File: src/rtl/mdio_master_if.sv
// mdio_master_if: command/response port and MDIO pad signals of the Clause-22 MDIO master (MDIO_PRE_SUPPRESS_EN adds pre_suppress)
interface mdio_master_if;
    logic        cmd_valid;
    logic        cmd_ready;
    logic        cmd_write;
    logic [4:0]  cmd_phy_addr;
    logic [4:0]  cmd_reg_addr;
    logic [15:0] cmd_wdata;
    logic        rsp_valid;
    logic [15:0] rsp_rdata;
    logic        rsp_err;
    logic        mdc;
    logic        mdio_o;
    logic        mdio_oe;
    logic        mdio_i;
`ifdef MDIO_PRE_SUPPRESS_EN
    logic        pre_suppress;
    modport master (
        input  cmd_valid, cmd_write, cmd_phy_addr, cmd_reg_addr, cmd_wdata, mdio_i, pre_suppress,
        output cmd_ready, rsp_valid, rsp_rdata, rsp_err, mdc, mdio_o, mdio_oe
    );
    modport slave (
        output cmd_valid, cmd_write, cmd_phy_addr, cmd_reg_addr, cmd_wdata, mdio_i, pre_suppress,
        input  cmd_ready, rsp_valid, rsp_rdata, rsp_err, mdc, mdio_o, mdio_oe
    );
`else
    modport master (
        input  cmd_valid, cmd_write, cmd_phy_addr, cmd_reg_addr, cmd_wdata, mdio_i,
        output cmd_ready, rsp_valid, rsp_rdata, rsp_err, mdc, mdio_o, mdio_oe
    );
    modport slave (
        output cmd_valid, cmd_write, cmd_phy_addr, cmd_reg_addr, cmd_wdata, mdio_i,
        input  cmd_ready, rsp_valid, rsp_rdata, rsp_err, mdc, mdio_o, mdio_oe
    );
`endif
endinterface

File: src/rtl/mdio_master.sv
// mdio_master: Clause-22 MDIO read/write frame master with programmable MDC divider (MDIO_PRE_SUPPRESS_EN adds per-frame preamble skip)
module mdio_master #(
    parameter int CLK_DIV      = 2,
    parameter int PREAMBLE_LEN = 32
) (
    input logic          clk,
    input logic          rst,
    mdio_master_if.master bus
);
    typedef enum logic [2:0] {IDLE, PRE, ST_OP, ADDR, TA, DATA, DONE} state_t;
    state_t      state, state_n;
    logic [5:0]  cnt, cnt_n;
    logic [7:0]  div;
    logic        mdc_q, write_q, err_q, rsp_err_q;
    logic [9:0]  addr_q;
    logic [15:0] wdata_q, sh, rsp_rdata_q;
    logic [3:0]  st_op;
    logic        busy, tick, rise, fall, accept, skip_pre, o, oe;

    assign busy          = state != IDLE && state != DONE;
    assign tick          = busy && div == 8'(CLK_DIV - 1);
    assign rise          = tick && !mdc_q;
    assign fall          = tick && mdc_q;
    assign accept        = bus.cmd_valid && state == IDLE;
    assign bus.cmd_ready = state == IDLE;
    assign bus.rsp_valid = state == DONE;
    assign bus.rsp_rdata = rsp_rdata_q;
    assign bus.rsp_err   = rsp_err_q;
    assign bus.mdc       = mdc_q;
    assign bus.mdio_o    = o;
    assign bus.mdio_oe   = oe;
    assign st_op         = {2'b01, ~write_q, write_q};
`ifdef MDIO_PRE_SUPPRESS_EN
    assign skip_pre = PREAMBLE_LEN == 0 || bus.pre_suppress;
`else
    assign skip_pre = PREAMBLE_LEN == 0;
`endif

    // state and per-field bit counter
    always_ff @(posedge clk or posedge rst) begin
        if (rst) begin
            state <= IDLE;
            cnt   <= '0;
        end else begin
            state <= state_n;
            cnt   <= cnt_n;
        end
    end

    // field sequencing: count down within a field, move on at the mdc fall ending its last bit
    always_comb begin
        state_n = state;
        cnt_n   = cnt;
        if (state == IDLE) begin
            if (accept) begin
                state_n = skip_pre ? ST_OP : PRE;
                cnt_n   = skip_pre ? 6'd3 : 6'(PREAMBLE_LEN - 1);
            end
        end else if (state == DONE) begin
            state_n = IDLE;
        end else if (fall) begin
            if (cnt != 6'd0) begin
                cnt_n = cnt - 6'd1;
            end else begin
                case (state)
                    PRE:     begin state_n = ST_OP; cnt_n = 6'd3;  end
                    ST_OP:   begin state_n = ADDR;  cnt_n = 6'd9;  end
                    ADDR:    begin state_n = TA;    cnt_n = 6'd1;  end
                    TA:      begin state_n = DATA;  cnt_n = 6'd15; end
                    default: state_n = DONE;
                endcase
            end
        end
    end

    // pad drive decoded from the current field; reads release the line from TA onwards
    always_comb begin
        o  = 1'b1;
        oe = 1'b0;
        case (state)
            PRE:   oe = 1'b1;
            ST_OP: begin o = st_op[cnt[1:0]]; oe = 1'b1; end
            ADDR:  begin o = addr_q[cnt[3:0]]; oe = 1'b1; end
            TA:    begin o = write_q ? cnt[0] : 1'b1; oe = write_q; end
            DATA:  begin o = write_q ? wdata_q[cnt[3:0]] : 1'b1; oe = write_q; end
            default: ;
        endcase
    end

    // divider, command latch, read sampling on mdc rise and response capture at frame end
    always_ff @(posedge clk or posedge rst) begin
        if (rst) begin
            div         <= '0;
            mdc_q       <= 1'b0;
            write_q     <= 1'b0;
            addr_q      <= '0;
            wdata_q     <= '0;
            sh          <= '0;
            err_q       <= 1'b0;
            rsp_rdata_q <= '0;
            rsp_err_q   <= 1'b0;
        end else begin
            if (accept) begin
                div     <= '0;
                write_q <= bus.cmd_write;
                addr_q  <= {bus.cmd_phy_addr, bus.cmd_reg_addr};
                wdata_q <= bus.cmd_wdata;
            end else if (busy) begin
                div <= tick ? 8'd0 : div + 8'd1;
                if (tick) mdc_q <= ~mdc_q;
            end
            if (rise && state == TA && cnt == 6'd0) err_q <= bus.mdio_i;
            if (rise && state == DATA) sh <= {sh[14:0], bus.mdio_i};
            if (fall && state == DATA && cnt == 6'd0) begin
                rsp_rdata_q <= write_q ? 16'h0000 : sh;
                rsp_err_q   <= !write_q && err_q;
            end
        end
    end
endmodule

File: src/flat_wrapper.sv
// flat-port wrapper written by rule: the top's interface ports become plain ports
module mdio_master_flat 
#(
    parameter int CLK_DIV      = 2,
    parameter int PREAMBLE_LEN = 32
)
  (clk, rst, bus_cmd_valid, bus_cmd_write, bus_cmd_phy_addr, bus_cmd_reg_addr, bus_cmd_wdata, bus_mdio_i, bus_cmd_ready, bus_rsp_valid, bus_rsp_rdata, bus_rsp_err, bus_mdc, bus_mdio_o, bus_mdio_oe);
  mdio_master_if bus_i ();
  input logic clk;
  input logic rst;
  input wire logic [$bits(bus_i.cmd_valid)-1:0] bus_cmd_valid;
  input wire logic [$bits(bus_i.cmd_write)-1:0] bus_cmd_write;
  input wire logic [$bits(bus_i.cmd_phy_addr)-1:0] bus_cmd_phy_addr;
  input wire logic [$bits(bus_i.cmd_reg_addr)-1:0] bus_cmd_reg_addr;
  input wire logic [$bits(bus_i.cmd_wdata)-1:0] bus_cmd_wdata;
  input wire logic [$bits(bus_i.mdio_i)-1:0] bus_mdio_i;
  output wire logic [$bits(bus_i.cmd_ready)-1:0] bus_cmd_ready;
  output wire logic [$bits(bus_i.rsp_valid)-1:0] bus_rsp_valid;
  output wire logic [$bits(bus_i.rsp_rdata)-1:0] bus_rsp_rdata;
  output wire logic [$bits(bus_i.rsp_err)-1:0] bus_rsp_err;
  output wire logic [$bits(bus_i.mdc)-1:0] bus_mdc;
  output wire logic [$bits(bus_i.mdio_o)-1:0] bus_mdio_o;
  output wire logic [$bits(bus_i.mdio_oe)-1:0] bus_mdio_oe;
  assign bus_i.cmd_valid = bus_cmd_valid;
  assign bus_i.cmd_write = bus_cmd_write;
  assign bus_i.cmd_phy_addr = bus_cmd_phy_addr;
  assign bus_i.cmd_reg_addr = bus_cmd_reg_addr;
  assign bus_i.cmd_wdata = bus_cmd_wdata;
  assign bus_i.mdio_i = bus_mdio_i;
  assign bus_cmd_ready = bus_i.cmd_ready;
  assign bus_rsp_valid = bus_i.rsp_valid;
  assign bus_rsp_rdata = bus_i.rsp_rdata;
  assign bus_rsp_err = bus_i.rsp_err;
  assign bus_mdc = bus_i.mdc;
  assign bus_mdio_o = bus_i.mdio_o;
  assign bus_mdio_oe = bus_i.mdio_oe;
  mdio_master #(.CLK_DIV(CLK_DIV), .PREAMBLE_LEN(PREAMBLE_LEN)) u_core (.clk(clk), .rst(rst), .bus(bus_i));
endmodule
File: config.mk
export PLATFORM = sky130hd
export DESIGN_NAME = mdio_master_flat
export DESIGN_NICKNAME = d
export VERILOG_FILES = /design/src/rtl/mdio_master_if.sv /design/src/rtl/mdio_master.sv /design/src/flat_wrapper.sv
export SDC_FILE = /design/constraint.sdc
export NUM_CORES = 1
export LEC_CHECK = 0
export CELL_PAD_IN_SITES_DETAIL_PLACEMENT = 1
export CELL_PAD_IN_SITES_GLOBAL_PLACEMENT = 2
export CORE_MARGIN = 3
export CORE_UTILIZATION = 37
export DETAILED_ROUTE_END_ITERATION = 8
export PLACE_DENSITY = 0.87
export SLEW_MARGIN = 20
export SYNTH_ARGS = -nofsm -noshare
export SYNTH_HDL_FRONTEND = slang
export SYNTH_SLANG_ARGS = --single-unit
File: constraint.sdc
create_clock -name clk -period 3.6 [get_ports clk]
set_clock_uncertainty 0.05 [all_clocks]
set_input_delay 0.72 -clock clk [delete_from_list [all_inputs] [get_ports clk]]
set_output_delay 0.72 -clock clk [all_outputs]
set_load 0.02 [all_outputs]
# Yosys cells after proc, flatten, opt, wreduce, memory -nomap -nowiden
# Index checks and enable logic that the tools add are counted.
dict set report op_classes {
  addsub 2
  order_cmp 2
  n_eq_ne 11
  mux 26
  bitwise_logic 3
  reduce_logical 26
}
# op count
set ops {}
lappend ops {{$mux 6} 5}
lappend ops {{$mux 8} 3}
lappend ops {{$pmux 6 s4} 1}
lappend ops {{$mux 16} 1}
lappend ops {{$mux 3} 5}
lappend ops {{$pmux 3 s4} 1}
lappend ops {{$reduce_bool 6->1} 2}
lappend ops {{$logic_and 1x1->1} 11}
lappend ops {{$eq 3x3->1 const B} 3}
lappend ops {{$add 8x1->8 const B} 1}
lappend ops {{$bmux 1 s4} 2}
lappend ops {{$eq 8x1->1 const B} 1}
lappend ops {{$eq 3x2->1 const B} 2}
lappend ops {{$logic_not 6->1} 1}
lappend ops {{$ne 3x3->1 const B} 2}
lappend ops {{$reduce_and 3->1} 2}
lappend ops {{$reduce_bool 3->1} 2}
lappend ops {{$sub 6x1->6 const B} 1}
lappend ops {{$lt 4x5->1 const B} 1}
lappend ops {{$mux 1} 5}
lappend ops {{$pmux 1 s4} 1}
lappend ops {{$reduce_and 4->1} 1}
lappend ops {{$reduce_bool 2->1} 2}
lappend ops {{$eq 3x1->1 const B} 1}
lappend ops {{10 further kinds} 13}
dict set report totals {
  regBits 79
  inputBits 31
  output_inout_bits 22
  elab_cells 81
}

# Depth between registers and ports, before layout
# Gate-level depths: netlist of run 1.
dict set report depth {
  ltp_word 7
  mapped_depth 10
  mapped_depth_nobuf 7
}

# Worst setup path after synthesis of run 1
# OpenSTA, ideal clock, no wires.
dict set report synth_timing {
  kind {flip-flop to output port}
  from {register u_core.cnt[0]}
  to {output port bus_mdio_o}
  arrival_ps 1836
  required_time_ps 2830
  path_slack_ps 994
  stages_incl_launch_ff 7
  path_buffers 1
  cell_sequence {dfrtp_1 > buf_2 > mux2_1 > or3_1 > nand4_1 > nor3_1 > or4_1}
}
dict set report synth_via {
  elab_chain_cells 4
  word_cells_on_any_way 9
  cone_classes {9 x mux}
}
# item line
set synth_rtl {}
lappend synth_rtl {{from (decl)} mdio_master.sv:12} ;# logic [5:0] cnt, cnt_n;
lappend synth_rtl {{from (signal assigned)} mdio_master.sv:46} ;# cnt <= cnt_n;
lappend synth_rtl {{$bmux 1 s4} mdio_master.sv:85} ;# DATA: begin o = write_q ? wdata_q[cnt[3:0]] : 1'b1; oe = write_q; end
lappend synth_rtl {{$mux 1 (not written as such)} mdio_master.sv:85}
lappend synth_rtl {{$mux 1} mdio_master.sv:85}
lappend synth_rtl {{$pmux 1 s4 *} mdio_master.sv:80} ;# case (state)
lappend synth_rtl {{to (decl)} flat_wrapper.sv:22} ;# output wire logic [$bits(bus_i.mdio_o)-1:0] bus_mdio_o;
# Every way passes the cells marked *; elsewhere a longest branch is shown, timed or not. The select of a mux whose other input is x is not followed.

# Worst setup path after layout of run 1
dict set report layout_timing {
  from {register u_core.cnt[2]}
  to {output port bus_mdio_o}
}
# The elaborated chain is that of the path after synthesis.

==> impl_results.md, run 1 <==
- Period utilization: between 90% and 100%
- Slew Viols, Final: 0
- Area growth syn-to-layout: 23.8%
- CP max FO: 14
- Post-synth ARST share: between 90% and 100%
- Initial Utilization: between 30% and 40%
- Routed WL: slightly above 9000 um
- GRT Overall Usage: 16.9%
- Cts bufs inserted: 9
- Final hold viol count: 0
- Syn_area_per_cell: around 12 sq um
- Filler cells: 1,128
- Wire per inst: around 17 um
- Register bit count reported by yosys: 79
- Vias in the first global route: 3,149
- Drt pass-1 iters: 4
- Rel. slew slack: 45.3%
- Worst-margin pin slew: around 0.8 ns
- DRC Markers: 0
- TritonCTS clock tree: built
- Global route overflow: 0
- Vert. Die Dim: 110 um
- H-tree depth: 3
- Syn Nets: 366
- Worst path required time: 2.83 ns
- PortBufs: 52
- Clock Root Buffer: clkbuf_8
- Endpoint class of the critical path: output pin
- DR iter-0 viols: 90
- Vias post-DR: 2,786
- Storage element area: 1980 sq um
- Die ar.: ~12,000 sq um
- Detailed placement HPWL: around 6400 um
- Achievable Freq: slightly below 0.3 GHz
- Crit Path Category: reg -> out
- # IOs: between 50 and 60
- RSZ-0062 raised after global routing: false
- Outcome: finished clean
- Synth area leader: dfrtp_1
- Final setup fails: 0
- Clock buffer depth: 2
- Final Net Count: ~420
- Synth unique cells: 51
- Post-synth top area share: approximately half
- Arrival time worst endpoint: 2.64 ns
- Layout cell share with drive strength beyond 1: 27.4%
- Pre-CTS WS: between 0.15 and 0.2 ns
- Core area: a little over 10,000 sq um
- Syn. warnings: 0
- Post-layout min period: 3.41 ns
- Main synth FF type: dfrtp_1
- Startpoint Class: flip-flop
- Max cap viols: 0
- First-pass GRT wire length: between 15,000 and 20,000 um
- Largest net degree at the start of global routing: 46
- TNS Setup: 0 ns
- Tot Pwr: 1.73 mW
- Power per cell area: between 300 and 400 nW/um^2
- Initial antenna violation count: 0
- Antenna-violating nets left: 0
- CTS sink count: 79
- FP Rows: 37
- Die outline width: 110 um
- DR vias/cell: roughly 5.3
- Latest clock arrival within the worst-skew pair: ~0.36 ns
- Post-synth EDFFs: 0
- Gate Count Post-Synth: 330
- Clock-pin slew on the worst setup and hold paths: about 0.090 ns
- Sequential area share after synthesis: about 50%
- ANT cells: 0
- Static Leak: about 2.2 nW
- Top post-synthesis cells by area: dfrtp_1 (50%), mux2_2 (15%), mux2_4 (3.8%)
- Multi-input gate area: 1840 sq um
- GP Congestion: ~0.81
- Final worst slack: just under 0.2 ns
- Syn Std Cell Area: slightly below 4000 sq um
- IR drop worst, VDD: around 0.16 mV
- Path type of the worst min-delay path: reg -> reg
## stage by stage
stage | hold WS (ns) | util [%] | area [sq um] | std cells
after floorplan | 0.421 | - | 3970 | 330
after global placement | 0.430 | 44.8 | 4650 | 509
after detailed placement | 0.443 | 44.8 | 4650 | 509
after CTS | 0.465 | 47.4 | 4910 | 527
after global routing | 0.483 | 47.4 | 4910 | 527
final | 0.462 | 47.4 | 4910 | 527
## critical path, stage by stage, from the launching register on
cell and delay [ns]:
dfrtp_1 0.57, nor4b_1 0.24, nor4_1 0.37, a31oi_1 0.16, or4_1 0.58, dlygate4sd2_1 0.36
## registers in the layout, summed over array words and instances, names as in the netlist, named ones only
register              flops
u_core.err_q              1
u_core.bus.mdc            1
u_core.cnt                6
u_core.bus.rsp_err        1
u_core.bus.rsp_rdata     16
u_core.write_q            1
u_core.div                8
u_core.state              2
u_core.sh                16
u_core.wdata_q           16
u_core.addr_q            10
## worst paths after layout
kind                       cells after the start  slack, ns     startpoint                 end
setup / recovery                               5       0.19  u_core.cnt[2]          bus_mdio_o
hold / removal                                 1       0.46   u_core.err_q        u_core.err_q
setup reg to reg                               7       1.02  u_core.div[1]        u_core.sh[2]
hold reg to reg                                1       0.46   u_core.err_q        u_core.err_q
max in group asynchronous                      3       1.95            rst       u_core.cnt[0]
min in group asynchronous                      2       0.76            rst  u_core.wdata_q[13]
## power by group
| group | switching (mW) | total [mW] | internal [mW] |
|---|---|---|---|
| Clock | 0.377 | 0.784 | 0.407 |
| Sequential | 0.000231 | 0.887 | 0.887 |
| Combinational | 0.0236 | 0.0547 | 0.0311 |
## layout by cell type (no fill, tap or decap), drive strengths merged, types with 8 or more instances in the layout
cell           synthesis  routed
dfrtp                 79      79
a21oi                 17      17
buf                   13      15
o21ai                  8       8
inv                    9      12
mux2                  65      65
nor2                  13      13
clkdlybuf4s50          0      51
nor2b                 22      22
clkbuf                 9       9
nand2                 12      12
mux2i                  9       9
## synthesized netlist by cell type, types with 2 or more instances
cell / number
mux2_4: 10
nand4_1: 4
a31oi_1: 3
and2_1: 4
mux2i_1: 9
nor3_4: 2
o21ai_0: 8
buf_2: 6
clkbuf_1: 9
nor2b_1: 22
nor4_1: 4
nand3_1: 6
dfrtp_1: 79
or4_1: 2
inv_1: 9
xor2_1: 2
mux4_2: 3
ha_1: 5
xnor2_1: 2
o22ai_1: 2
mux2_2: 54
nor2_1: 13
nor4b_1: 4
a21oi_1: 17
and3_1: 4
buf_1: 3
nor3_1: 4
nand2_1: 11
or3_1: 6
buf_4: 2
## per-layer routing
layer | share of wire [%] | global-route usage, % | vias up
li1 | - | - | 1292
met1 | 44 | 21.4 | 1423
met2 | 51 | 28.2 | 56
met3 | 3.6 | 3.23 | 15
met4 | 1.7 | 6.86 | 0
met5 | 0 | 0 | -
## cell families (layout without fill, tap and decap cells)
group                    count (synthesis)  in the layout  synth area share [%]
AO/OA/AOI/OAI                           40             40                  6.24
AND/OR/NAND/NOR                         94             94                  14.2
XOR/XNOR                                 4              4                 0.883
buffers and inverters                   31             92                  3.91
flip-flops                              79             79                  49.8
adder cells (fa/ha/maj)                  5              5                  1.58
multiplexers                            77             77                  23.4
## timing repair
action | 4_1_cts | 5_1_grt
hold buffers | 0 | 0
buffers inserted | 2 | 0
resized for setup | 3 | 0
endpoints found under the setup margin | 1 | 0
## layout make-up
type	instances	share of cell area, %
inverters	9	0.713
flip-flops and latches	79	40.3
well taps	136	3.46
multi-input cells	220	37.4
clock inverters	7	2.24
clock buffers	9	2.52
repair buffers	67	13.4
No activity file was read; power rests on OpenSTA's default activity.
==> run 2: changes to the inputs <==
Settings changed: ABC_AREA set to 1, CORE_MARGIN 3 to 1, CORE_UTILIZATION 37 to 33.
==> run 2 against run 1 <==
Cell count grew 31%; fmax grew 3.9%; core utilization shrank 5.6 points; sequential cell count is the same; sequential share of layout area shrank 0.92 points; combinational power grew to 30 times the previous value; area after synthesis grew 2.2%; global-route usage grew 0.44 points; first-iteration DRC count grew 41%; critical path type unchanged; largest power group is now combinational logic.
==> impl_results.md, run 2 <==
- Wire per inst: approximately 14 um
- Post-layout min period: ~3.3 ns
- Vert. Die Dim: approximately 110 um
- Gate Count Post-Synth: 495
- Multi-input gate area: roughly 1800 sq um
- First-pass GRT wire length: 17,400 um
- GRT met2 Usage: between 20% and 30%
- Period utilization: just over 90%
- Rel. slew slack: roughly 62%
- Sequential area share after synthesis: about half
- Met1 Resource Use GR: between 20% and 30%
- Largest net degree at the start of global routing: 43
- Initial antenna violation count: 0
- Hold Buf Count CTS: 0
- Synth unique cells: 40
- Achievable Freq: 0.305 GHz
- # IOs: 53
- Antenna-violating nets left: 0
- Post-synth top cells: nand2_1 (161), dfrtp_1 (79), nand3_1 (56)
- Routed WL: a little under 10,000 um
- TritonCTS clock tree: built
- Initial Utilization: between 30% and 40%
- M3 GR Usage: 5.30%
- Path type of the worst min-delay path: reg -> reg
- Syn. warnings: 0
- Storage element area: just under 2000 sq um
- Post-CTS sizing: 0
- Cts bufs inserted: 9
- Static Leak: 2.51 nW
- Register bit count reported by yosys: a little under 80
- Top post-synthesis cells by area: dfrtp_1 (49%), nand2_1 (15%), nand3_1 (6.9%)
- Arrival time worst endpoint: ~2.5 ns
- Tot Pwr: around 4.1 mW
- RSZ-0062 raised after global routing: false
- Global route overflow: 0
- Commonest non-fill, non-tap cell in the layout: nand2_1
- IR drop worst, VDD: 0.355 mV
- Outcome: finished clean
- Slew Viols, Final: 0
- Core area: around 12,000 sq um
- Clock buffer depth: 2
- CP max FO: 10
- Syn Nets: approximately 530
- Synth area leader: dfrtp_1
- Crit Path Category: reg -> out
- Final setup fails: 0
- TNS Setup: 0 ns
- Filler cells: 1,440
- Most frequent cells in the layout: nand2_1 (161), dfrtp_1 (79), nand3_1 (56), clkdlybuf4s50_1 (52)
- Worst-margin pin slew: approximately 0.56 ns
- Layout cell share with drive strength beyond 1: about a tenth
- Latest clock arrival within the worst-skew pair: between 0.3 and 0.4 ns
- Clock Root Buffer: clkbuf_16
- FP Rows: 40
- DR vias/cell: 4.92
- ANT cells: 0
- Startpoint Class: flip-flop
- Number of cells on the worst reg-to-reg path: 8
- Area growth syn-to-layout: 23.8%
- CTS sink count: 79
- GRT busiest layer: met2
- Detailed placement HPWL: around 7000 um
- Max cap viols: 0
- Sequential power share: 33.1%
- DRC Markers: 0
- Syn Std Cell Area: about 4000 sq um
- Die ar.: 12,700 sq um
- Hold depth: 2
- Pint: about 2.5 mW
- Worst path required time: approximately 2.8 ns
- Vias post-DR: roughly 3,400
- Power per cell area: approximately 820 nW/um^2
- Endpoint class of the critical path: output pin
- Final Net Count: between 500 and 600
- H-tree depth: 3
- PortBufs: 52
- Clock-pin slew on the worst setup and hold paths: approximately 0.060 ns
- GRT Overall Usage: 17.3%
- Post-synth top area share: 48.8%
- Drt pass-1 iters: 4
- Final hold viol count: 0
- Vias in the first global route: around 3,700
- Post-synth EDFFs: 0
- Comb pwr share: between 30% and 40%
- Post-synth ARST share: 100%
- Main synth FF type: dfrtp_1
- Clock share of power: between 20% and 30%
- Syn_area_per_cell: roughly 8.2 sq um
- Sw Ratio: slightly above 40%
- GP Congestion: between 0.8 and 0.9
- # Post-CTS Setup Buffers: 0
- Switch Pwr: 1.68 mW
- Count leader, synth: nand2_1
- Die outline width: around 110 um
- DR iter-0 viols: ~130
## run 2: path summary, 6_finish.rpt
| path | start | end | slack, ns |
|---|---|---|---|
| setup reg to reg | u_core.cnt[1] | u_core.cnt[0] | 1.14 |
| min in group asynchronous | rst | u_core.bus.rsp_rdata[11] | 0.67 |
| hold / removal | u_core.wdata_q[11] | u_core.wdata_q[11] | 0.42 |
| max in group asynchronous | rst | u_core.wdata_q[8] | 1.96 |
| setup / recovery | u_core.cnt[1] | bus_mdio_o | 0.32 |
| hold reg to reg | u_core.wdata_q[11] | u_core.wdata_q[11] | 0.42 |
## run 2: per-stage QoR
step	area (sq um)	setup slack, ns	cells	hold WS (ns)	util, %
after floorplan	4060	0.807	495	0.387	-
after global placement	4660	0.772	677	0.411	38.8
after detailed placement	4660	0.686	677	0.413	38.8
after CTS	5020	0.292	693	0.430	41.8
after global routing	5020	0.0699	693	0.452	41.8
final	5020	0.320	693	0.422	41.8
## run 2: kinds of logic after synthesis
group | Yosys count | share of synthesized area [%]
buffers and inverters | 62 | 7.22
AND/OR/NAND/NOR | 273 | 31.5
flip-flops | 79 | 48.8
adder cells (fa/ha/maj) | 5 | 1.54
XOR/XNOR | 5 | 1.08
AO/OA/AOI/OAI | 71 | 9.90
## run 2: per-layer routing
metal / wire length (um) / vias up
met4: 99 / 0
met5: 0 / -
met3: 343 / 10
li1: - / 1693
met1: 4680 / 1662
met2: 4810 / 46
## run 2: critical path, cell delays in order, from the launching register on
cell             delay (ns)
dfrtp_1                0.54
clkinv_1               0.35
nor2_1                 0.19
o21ai_0                0.10
nand3_1                0.10
nand3_1                0.06
nand2_1                0.08
nand2_1                0.05
nand2_1                0.09
clkdlybuf4s50_1        0.60
## run 2: final cells by class
cell class	count	share of cell area, %
Tap cell	147	3.66
Timing Repair Buffer	57	11.1
Clock inverter	6	2.64
Inverter	40	3.09
Clock buffer	10	4.56
Sequential cell	79	39.4
Multi-Input combinational cell	354	35.6
## run 2: power by group through the flow
| stage | clock [mW] | combinational (mW) | sequential [mW] |
|---|---|---|---|
| final | 1.12 | 1.65 | 1.37 |
| after global routing | 1.18 | 1.89 | 1.40 |
| after CTS | 1.14 | 1.69 | 1.37 |
| after detailed placement | 0 | 1.67 | 1.38 |
| after global placement | 0 | 1.62 | 1.37 |
| after floorplan | 0 | 1.37 | 1.26 |
